==> src/rtl/load_store_unit.sv <==
// load_store_unit
//   Execute-to-memory stage of the RV32I core. Uses the ALU result as the
//   effective address and runs one load or store per request against a
//   valid/ready data-memory port. Produces a word-aligned address, byte
//   enables and lane-replicated store data. Sign- or zero-extends load data
//   for writeback. Raises busy until the access completes. Flags misaligned
//   accesses, illegal funct3 codes and memory timeouts.
//
// Ports
//   clk, rst           clock; synchronous active-high reset
//   req_valid          memory instruction present (held stable while busy)
//   req_write          1 = store, 0 = load
//   funct3             RV32I width/sign code
//   addr, wdata        effective address, store data (rs2)
//   busy               stall to core (combinational)
//   done               one-cycle completion pulse; rdata/fault valid with it
//   rdata              extended load result (0 for stores and faults)
//   fault              misaligned / illegal funct3 / timeout, valid with done
//   mem_req, mem_we    memory request valid, write enable
//   mem_addr, mem_be   word address, byte enables
//   mem_wdata          lane-replicated store data
//   mem_ready          memory completes request this cycle
//   mem_rdata          load word, valid with mem_ready
//
// Parameter
//   MAX_WAIT           number of unanswered WAIT cycles before a timeout
//                      fault is raised; 0 disables the timeout

module load_store_unit #(
    parameter int unsigned MAX_WAIT = 16
) (
    input  logic        clk,
    input  logic        rst,
    input  logic        req_valid,
    input  logic        req_write,
    input  logic [2:0]  funct3,
    input  logic [31:0] addr,
    input  logic [31:0] wdata,
    output logic        busy,
    output logic        done,
    output logic [31:0] rdata,
    output logic        fault,
    output logic        mem_req,
    output logic        mem_we,
    output logic [31:0] mem_addr,
    output logic [3:0]  mem_be,
    output logic [31:0] mem_wdata,
    input  logic        mem_ready,
    input  logic [31:0] mem_rdata
);

    localparam int unsigned CW = $clog2(MAX_WAIT + 2);
    localparam logic [CW-1:0] MAX_CNT = CW'(MAX_WAIT);

    typedef enum logic [1:0] {IDLE, WAIT, RESP} state_t;

    state_t        state_q, state_d;
    logic [CW-1:0] cnt_q, cnt_d;
    logic [2:0]    f3_q, f3_d;
    logic [1:0]    off_q, off_d;
    logic          done_q, done_d;
    logic          fault_q, fault_d;
    logic [31:0]   rdata_q, rdata_d;
    logic          req_q, req_d;
    logic          we_q, we_d;
    logic [31:0]   maddr_q, maddr_d;
    logic [3:0]    be_q, be_d;
    logic [31:0]   mwdata_q, mwdata_d;

    logic          legal, aligned, timeout;
    logic [CW-1:0] cnt_inc;
    logic [3:0]    be_calc;
    logic [31:0]   wdata_calc;
    logic [7:0]    ld_byte;
    logic [15:0]   ld_half;
    logic [31:0]   ld_ext;

    // Request decode: legality, alignment, byte enables, replicated store data
    always_comb begin
        if (req_write) legal = (funct3 == 3'b000) || (funct3 == 3'b001) || (funct3 == 3'b010);
        else           legal = (funct3 == 3'b000) || (funct3 == 3'b001) || (funct3 == 3'b010) ||
                               (funct3 == 3'b100) || (funct3 == 3'b101);
        case (funct3[1:0])
            2'b01:   aligned = ~addr[0];
            2'b10:   aligned = (addr[1:0] == 2'b00);
            default: aligned = 1'b1;
        endcase
        case (funct3[1:0])
            2'b00:   be_calc = 4'b0001 << addr[1:0];
            2'b01:   be_calc = addr[1] ? 4'b1100 : 4'b0011;
            default: be_calc = 4'b1111;
        endcase
        case (funct3[1:0])
            2'b00:   wdata_calc = {4{wdata[7:0]}};
            2'b01:   wdata_calc = {2{wdata[15:0]}};
            default: wdata_calc = wdata;
        endcase
    end

    // Load extraction uses the latched offset/funct3 so it does not depend on
    // the core keeping addr stable once the request is accepted.
    always_comb begin
        case (off_q)
            2'd0:    ld_byte = mem_rdata[7:0];
            2'd1:    ld_byte = mem_rdata[15:8];
            2'd2:    ld_byte = mem_rdata[23:16];
            default: ld_byte = mem_rdata[31:24];
        endcase
        ld_half = off_q[1] ? mem_rdata[31:16] : mem_rdata[15:0];
        case (f3_q)
            3'b000:  ld_ext = {{24{ld_byte[7]}}, ld_byte};
            3'b001:  ld_ext = {{16{ld_half[15]}}, ld_half};
            3'b100:  ld_ext = {24'h0, ld_byte};
            3'b101:  ld_ext = {16'h0, ld_half};
            default: ld_ext = mem_rdata;
        endcase
    end

    // cnt_inc counts WAIT cycles including the current one
    assign cnt_inc = cnt_q + 1'b1;
    assign timeout = (MAX_WAIT != 0) && (cnt_inc == MAX_CNT);

    always_comb begin
        state_d  = state_q;
        cnt_d    = cnt_q;
        f3_d     = f3_q;
        off_d    = off_q;
        done_d   = 1'b0;
        fault_d  = 1'b0;
        rdata_d  = rdata_q;
        req_d    = req_q;
        we_d     = we_q;
        maddr_d  = maddr_q;
        be_d     = be_q;
        mwdata_d = mwdata_q;
        case (state_q)
            IDLE: begin
                if (req_valid) begin
                    f3_d  = funct3;
                    off_d = addr[1:0];
                    cnt_d = '0;
                    if (legal && aligned) begin
                        req_d    = 1'b1;
                        we_d     = req_write;
                        maddr_d  = {addr[31:2], 2'b00};
                        be_d     = be_calc;
                        mwdata_d = wdata_calc;
                        state_d  = WAIT;
                    end else begin
                        done_d  = 1'b1;
                        fault_d = 1'b1;
                        rdata_d = '0;
                        state_d = RESP;
                    end
                end
            end
            WAIT: begin
                // ready takes priority over a coincident timeout
                if (mem_ready) begin
                    req_d   = 1'b0;
                    done_d  = 1'b1;
                    rdata_d = we_q ? '0 : ld_ext;
                    state_d = RESP;
                end else if (timeout) begin
                    req_d   = 1'b0;
                    done_d  = 1'b1;
                    fault_d = 1'b1;
                    rdata_d = '0;
                    state_d = RESP;
                end else if (MAX_WAIT != 0) begin
                    cnt_d = cnt_inc;
                end
            end
            default: begin
                cnt_d   = '0;
                state_d = IDLE;
            end
        endcase
    end

    always_ff @(posedge clk) begin
        if (rst) begin
            state_q  <= IDLE;
            cnt_q    <= '0;
            f3_q     <= '0;
            off_q    <= '0;
            done_q   <= 1'b0;
            fault_q  <= 1'b0;
            rdata_q  <= '0;
            req_q    <= 1'b0;
            we_q     <= 1'b0;
            maddr_q  <= '0;
            be_q     <= '0;
            mwdata_q <= '0;
        end else begin
            state_q  <= state_d;
            cnt_q    <= cnt_d;
            f3_q     <= f3_d;
            off_q    <= off_d;
            done_q   <= done_d;
            fault_q  <= fault_d;
            rdata_q  <= rdata_d;
            req_q    <= req_d;
            we_q     <= we_d;
            maddr_q  <= maddr_d;
            be_q     <= be_d;
            mwdata_q <= mwdata_d;
        end
    end

    assign busy      = (state_q != IDLE) || req_valid;
    assign done      = done_q;
    assign fault     = fault_q;
    assign rdata     = rdata_q;
    assign mem_req   = req_q;
    assign mem_we    = we_q;
    assign mem_addr  = maddr_q;
    assign mem_be    = be_q;
    assign mem_wdata = mwdata_q;

endmodule
==> config.mk <==
export PLATFORM = sky130hd
export DESIGN_NAME = load_store_unit
export DESIGN_NICKNAME = d
export VERILOG_FILES = /design/src/rtl/load_store_unit.sv
export SDC_FILE = /design/constraint.sdc
export NUM_CORES = 1
export LEC_CHECK = 0
export ABC_AREA = 1
export CAP_MARGIN = 15
export CORE_UTILIZATION = 23
export CTS_CLUSTER_SIZE = 24
export DETAILED_ROUTE_END_ITERATION = 16
export HOLD_SLACK_MARGIN = 0.03
export SLEW_MARGIN = 10
export SYNTH_ARGS = -nofsm -noshare
export SYNTH_HDL_FRONTEND = slang
export SYNTH_SLANG_ARGS = --single-unit
==> constraint.sdc <==
create_clock -name clk -period 5.5 [get_ports clk]
set_clock_uncertainty 0.15 [all_clocks]
set_input_delay 0.55 -clock clk [delete_from_list [all_inputs] [get_ports clk]]
set_output_delay 0.55 -clock clk [all_outputs]
set_load 0.02 [all_outputs]
==> results of run 1 <==
[final cells by class]
cell class / instances / area, um^2 / area share, %
Sequential cell: 114 / 2280 / 28.6
Tap cell: 280 / 350 / 4.39
Clock inverter: 13 / 138 / 1.72
Multi-Input combinational cell: 502 / 2480 / 31.0
Timing Repair Buffer: 208 / 2080 / 26.0
Inverter: 58 / 224 / 2.81
Clock buffer: 19 / 433 / 5.42
[routing by layer]
metal / GRT usage [%] / share of wire, % / vias to the layer above
li1: - / - / 2751
met1: 19.0 / 46 / 2422
met2: 23.5 / 44 / 175
met3: 5.25 / 7.6 / 24
met4: 5.68 / 1.8 / 0
met5: 0 / 0 / -
[registers in the layout (all words and copies together) (netlist names)]
signal     flops
cnt_q          5
done           1
f3_q           3
fault          1
mem_addr      30
mem_be         4
mem_req        1
mem_wdata     32
mem_we         1
off_q          2
rdata         32
state_q        2
[power by group]
group | switching [mW] | leakage [nW] | internal [mW]
combinational | 0.308 | 2.03 | 0.244
sequential | 0.0418 | 0.933 | 0.895
clock | 0.422 | 0.273 | 0.666
[path summary, 6_finish.rpt]
path	start	to	slack [ps]	depth (start not counted)
worst max-delay path	funct3[1]	mem_wdata[20]$_SDFFE_PP0P_	2110	12
worst min-delay path	mem_req$_SDFFE_PP0P_	mem_req$_SDFFE_PP0P_	310	2
worst max register to register	f3_q[1]$_SDFFE_PP0P_	rdata[27]$_SDFFE_PP0P_	3150	9
worst min register to register	mem_req$_SDFFE_PP0P_	mem_req$_SDFFE_PP0P_	310	2
[cell families after synthesis]
family | after synthesis
flip-flops | 114
buffers and inverters | 103
adder cells (fa/ha/maj) | 4
other | 1
AND/OR/NAND/NOR | 267
AO/OA/AOI/OAI | 229
[cells in the final DEF (no fill, tap or decap), types with 3 or more instances in the layout]
| master | Yosys | routed |
|---|---|---|
| a21oi_1 | 66 | 66 |
| a31oi_1 | 10 | 10 |
| clkbuf_16 | 0 | 17 |
| clkdlybuf4s50_1 | 0 | 206 |
| clkinv_2 | 1 | 5 |
| clkinv_4 | 0 | 3 |
| clkinvlp_4 | 0 | 3 |
| dfxtp_1 | 114 | 114 |
| ha_1 | 4 | 4 |
| inv_1 | 40 | 39 |
| inv_2 | 16 | 17 |
| nand2_1 | 65 | 65 |
| nand2_2 | 7 | 7 |
| nand2_4 | 4 | 4 |
| nand3_1 | 19 | 19 |
| nand4_1 | 7 | 7 |
| nor2_1 | 142 | 142 |
| nor2_2 | 10 | 10 |
| nor3_1 | 6 | 6 |
| o21ai_0 | 107 | 107 |
| o21ai_1 | 24 | 24 |
| o21ai_2 | 10 | 10 |
| o22ai_1 | 8 | 8 |
[worst register-to-register path, delay by kind of cell (launching register included)]
family / cells / cell delay [ps]
buf+inv: 2 / 540
simple gates: 6 / 1010
flops: 1 / 380
compound gates: 1 / 240
==> out/metrics.cfg, run 1 <==
[synthesis]
syn_area_per_cell_um2=7.32
syn_area_um2=5250
synth_xor_area_share_pct=0
yosysTopAreaCell=dfxtp_1
ys_seq_area_share_pct=43.4
synthAdderAreaFrac_pct=0.953
yosys_warnings=0
synthMuxAreaShare_pct=0
synth_ff_type=dfxtp_1
yosys_register_bits=114
synth_top_area_share_pct=43.4
postSynthCellCount=718
synthSimpleGateAreaFrac_pct=22.8
synth_cell_types=38
yosysMostFrequentCell=nor2_1
synth_top_family_by_area=compound AO/OA/AOI/OAI gates
synth-compound-area-share_pct=23.2
netlist_top_cells_area=dfxtp_1 43%, o21ai_0 10%, nor2_1 10%
ys_async_sr_fraction_pct=0
netlist_top_cells_count=142 x nor2_1, 114 x dfxtp_1, 107 x o21ai_0, 66 x a21oi_1, 65 x nand2_1
synth-edff-count=0

[final_layout]
diodes=0
layout-drive-gt1-share_pct=9.96
fillers=2318
nets=1009
design_area_um2=7980
final_util_pct=36.1
instances_no_fill=1194
syn_to_final_growth_pct=51.9

[timing]
holdWs_ps=310
finalSetupViolCount=0
layout_min_cycle_time_ps=3390
layout_setup_ws_ps=2110
relSlewSlack_pct=44.7
rsz0062_at_grt=no
worstMarginPinSlew_ps=828
setup_tns_ps=0
hold_viol=0
max_freq_mhz=295
slew_viol_final=0
finalCritPeriodShare_pct=61.7

[drt]
drc=0
wl_per_cell_um=14.8
routed_wl_um=17600
ant_nets=0
via_per_inst=4.50
vias=5372
dr.pass1.iters=5
drt-initial-drc-count=286

[clocking]
cts_setup_buffers=0
cts_buffer_depth=2
ctsHoldBuffers=0
clk_latency_ps=410
path_clk_slew_ps=60
cts_resized=0
cts_sinks=114
h-tree-depth=4
cts_buffers=17
clockRootBuffer=clkbuf_16
cts_tree=done

[setup_path]
crit_arrival_ps=3590
cp_common_cell=nand2_2
worst_path_max_delay_cell=buf_4
start_kind=input pin
crit_chain=clkdlybuf4s50_1, inv_1, ha_1, inv_2, nand2_2, nand2_2, nand2_2, nand2_4, nor2_4, buf_4, o21ai_0, a31oi_1
cp_max_fo=90
crit_required_ps=5700
worst_setup_path_end_kind=register
max_stage_delay_ps=700
path_delay_family=buffers and inverters
crit_type=in2reg
cp_num_buf_inv=4

[place]
dp_cells=1162
portBuffers=206
place_area_um2=7410
place.gp.congestion=0.772
dp_worst_setup_slack_ps=1650
hpwl_um=12500

[power]
power.density_nw_per_um2=323
total_power_mw=2.58
leakage_nw=3.24
ir_worst_vdd_mv=0.183

[die]
placementRows=54
dieArea_um2=23500
initial_utilization_pct=23.8
die_h_um=153
io_pins=209
core_um2=22100
die_w_um=153

[global_route]
grt_first_pass_wirelength_um=27600
grtUsageTotal_pct=15.1
antenna_found_initial=0
grt_pass1_vias=5122
grt_overflow=0
grt_start_max_net_pins=91

[job]
cap_violations=0

[hold_path]
hold_path_class=reg2reg

[outcome]
run_status=finished clean

No activity file was read; power rests on OpenSTA's default activity.
==> inputs of run 2 (changes only) <==
==> constraint.sdc (replaced) <==
create_clock -name clk -period 3.4 [get_ports clk]
set_clock_uncertainty 0.15 [all_clocks]
set_input_delay 0.34 -clock clk [delete_from_list [all_inputs] [get_ports clk]]
set_output_delay 0.34 -clock clk [all_outputs]
set_load 0.02 [all_outputs]
==> run 2 against run 1 <==
Net effect:
- cell count is 0.50% higher
- core utilization is 0.63 points higher
- largest cell class unchanged
- flip-flop and latch count stayed put
- sequential share of layout area is 0.49 points lower
- sequential power is 61% higher
- setup slack worse by 1300 ps
- via count hardly changed
- clock power is 86% higher
==> out/metrics.cfg, run 2 (same netlist as run 1, synthesis figures left out) <==
[power]
ir_worst_vdd_mv=0.344  ; +88%
power.density_nw_per_um2=547  ; +70%
leakage_nw=3.31  ; +2.2%
total_power_mw=4.45  ; +73%

[final_layout]
syn_to_final_growth_pct=54.6
instances_no_fill=1200  ; +0.50%
final_common_cell=clkdlybuf4s50_1
fillers=2296  ; -0.95%
multiInputGateArea_um2=2480  ; unchanged
final_cell_mix=206 x clkdlybuf4s50_1, 142 x nor2_1, 114 x dfxtp_1
diodes=0  ; unchanged
seq_area_um2=2280  ; unchanged
nets=1015  ; +0.59%
layout-drive-gt1-share_pct=10.8  ; +0.80 points

[global_route]
grtUsageTotal_pct=15.3  ; +0.26 points
grt_first_pass_wirelength_um=28500  ; +3.0%
grt_pass1_vias=5181  ; +1.2%
grt_start_max_net_pins=60  ; -34%
grt_overflow=0  ; unchanged
antenna_found_initial=1  ; +1

[timing]
slew_viol_final=0  ; unchanged
finalCritPeriodShare_pct=77.4
hold_viol=0  ; unchanged
layout_min_cycle_time_ps=2630
holdWs_ps=316  ; +6.51 ps
rsz0062_at_grt=no
relSlewSlack_pct=57.6  ; +13 points
worstMarginPinSlew_ps=635  ; -193 ps
finalSetupViolCount=0  ; unchanged
setup_tns_ps=0  ; unchanged
layout_setup_ws_ps=770  ; -1340 ps
max_freq_mhz=380

[setup_path]
cp_num_buf_inv=4  ; unchanged
crit_path_start=funct3[0]
crit_cells=13  ; +1
worst_path_max_delay_cell=clkdlybuf4s50_1
cp_common_cell=nand2_2
start_kind=input pin
regToRegStartpoint=cnt_q[0]$_SDFFE_PP0P_
crit_chain=clkdlybuf4s50_1, inv_1, ha_1, inv_2, nand2_2, nand2_2, nand2_2, nand2_4, nand2_4, nand3_4, inv_6, nor2_1, nor2_1
crit_type=in2reg
reg2reg_to=rdata[7]$_SDFFE_PP0P_
worst_setup_path_end_kind=register
crit_required_ps=3550  ; -2150 ps
path_delay_family=simple AND/OR/NAND/NOR gates
reg2reg_depth=10  ; +1
worstSetupEndpoint=rdata[7]$_SDFFE_PP0P_
cp_max_fo=48  ; -47%
ff2ff_setup_slack_ps=1100  ; -2050 ps
crit_arrival_ps=2780  ; -810 ps
max_stage_delay_ps=540  ; -160 ps

[drt]
via_per_inst=4.48  ; -0.46%
drt-initial-drc-count=211  ; -26%
drc=0  ; unchanged
vias=5374  ; +0.037%
routed_wl_um=17600  ; -0.10%
ant_nets=0  ; unchanged
dr.pass1.iters=5  ; unchanged
wl_per_cell_um=14.7  ; -0.60%

[place]
dp_cells=1168  ; +0.52%
hpwl_um=12600  ; +0.81%
place.gp.congestion=0.839  ; +8.6%
dp_worst_setup_slack_ps=321  ; -1330 ps
portBuffers=206  ; unchanged

[clocking]
clk_latency_ps=410  ; about the same
h-tree-depth=4  ; unchanged
path_clk_slew_ps=60  ; about the same
cts_tree=done
clockRootBuffer=clkbuf_16
ctsHoldBuffers=0  ; unchanged
cts_setup_buffers=0  ; unchanged
cts_buffer_depth=2  ; unchanged
cts_sinks=114  ; unchanged
cts_buffers=17  ; unchanged
cts_resized=0  ; unchanged

[die]
dieArea_um2=23500  ; unchanged
initial_utilization_pct=23.8  ; unchanged
die_w_um=153  ; unchanged
io_pins=209  ; unchanged
die_h_um=153  ; unchanged
placementRows=54  ; unchanged
core_um2=22100  ; unchanged

[job]
cap_violations=0  ; unchanged

[hold_path]
hold_start=mem_req$_SDFFE_PP0P_
hold_path_class=reg2reg

[outcome]
run_status=finished clean

run 2: changes by cell type in the layout (fill, tap and decap cells not counted), sizes merged:
cell	delta
clkinv	-5
inv	+3
buf	+6
bufinv	+3
clkbuf	-1
run 2: report_power, final:
part,internal (mW),switching [mW]
Combinational,0.401,0.503
Clock,1.33,0.697
Sequential,1.45,0.0653
run 2: per-stage QoR:
step / cell area (um^2) / utilization (%)
after floorplan: 5260 / -
after global placement: 7460 / 33.7
after detailed placement: 7460 / 33.7
after CTS: 8120 / 36.8
after global routing: 8120 / 36.8
final: 8120 / 36.8
run 2: final cells by class:
class / instances / share of cell area, %
Clock buffer: 18 / 5.41
Clock inverter: 14 / 2.77
Inverter: 58 / 2.76
Multi-Input combinational cell: 502 / 30.5
Sequential cell: 114 / 28.1
Tap cell: 280 / 4.31
Timing Repair Buffer: 214 / 26.1
run 2: worst min path at each step:
stage                                  to  slack [ps]  cells after the start
2_1_floorplan   mem_addr[26]$_SDFFE_PP0P_         320                      2
3_3_place_gp   mem_wdata[16]$_SDFFE_PP0P_         300                      1
3_5_place_dp   mem_wdata[16]$_SDFFE_PP0P_         310                      1
4_1_cts              mem_req$_SDFFE_PP0P_         320                      2
5_1_grt              mem_req$_SDFFE_PP0P_         340                      2
6_report             mem_req$_SDFFE_PP0P_         320                      2
run 2: worst register-to-register path, cell delays in order, from the launching register on:
cell and delay (ps):
dfxtp_1 350, ha_1 230, nand2_2 100, clkinv_2 110, nand3_2 80, nand2_2 100
nand4_4 120, nand3_4 440, inv_6 380, nor2_1 80, nor2_1 100
run 2: metal layers:
| metal | routed length [um] | global-route usage (%) |
|---|---|---|
| met2 | 8070 | 24.8 |
| met3 | 1180 | 4.39 |
| met4 | 185 | 4.33 |
| met1 | 8180 | 19.7 |
| met5 | 13 | 0 |
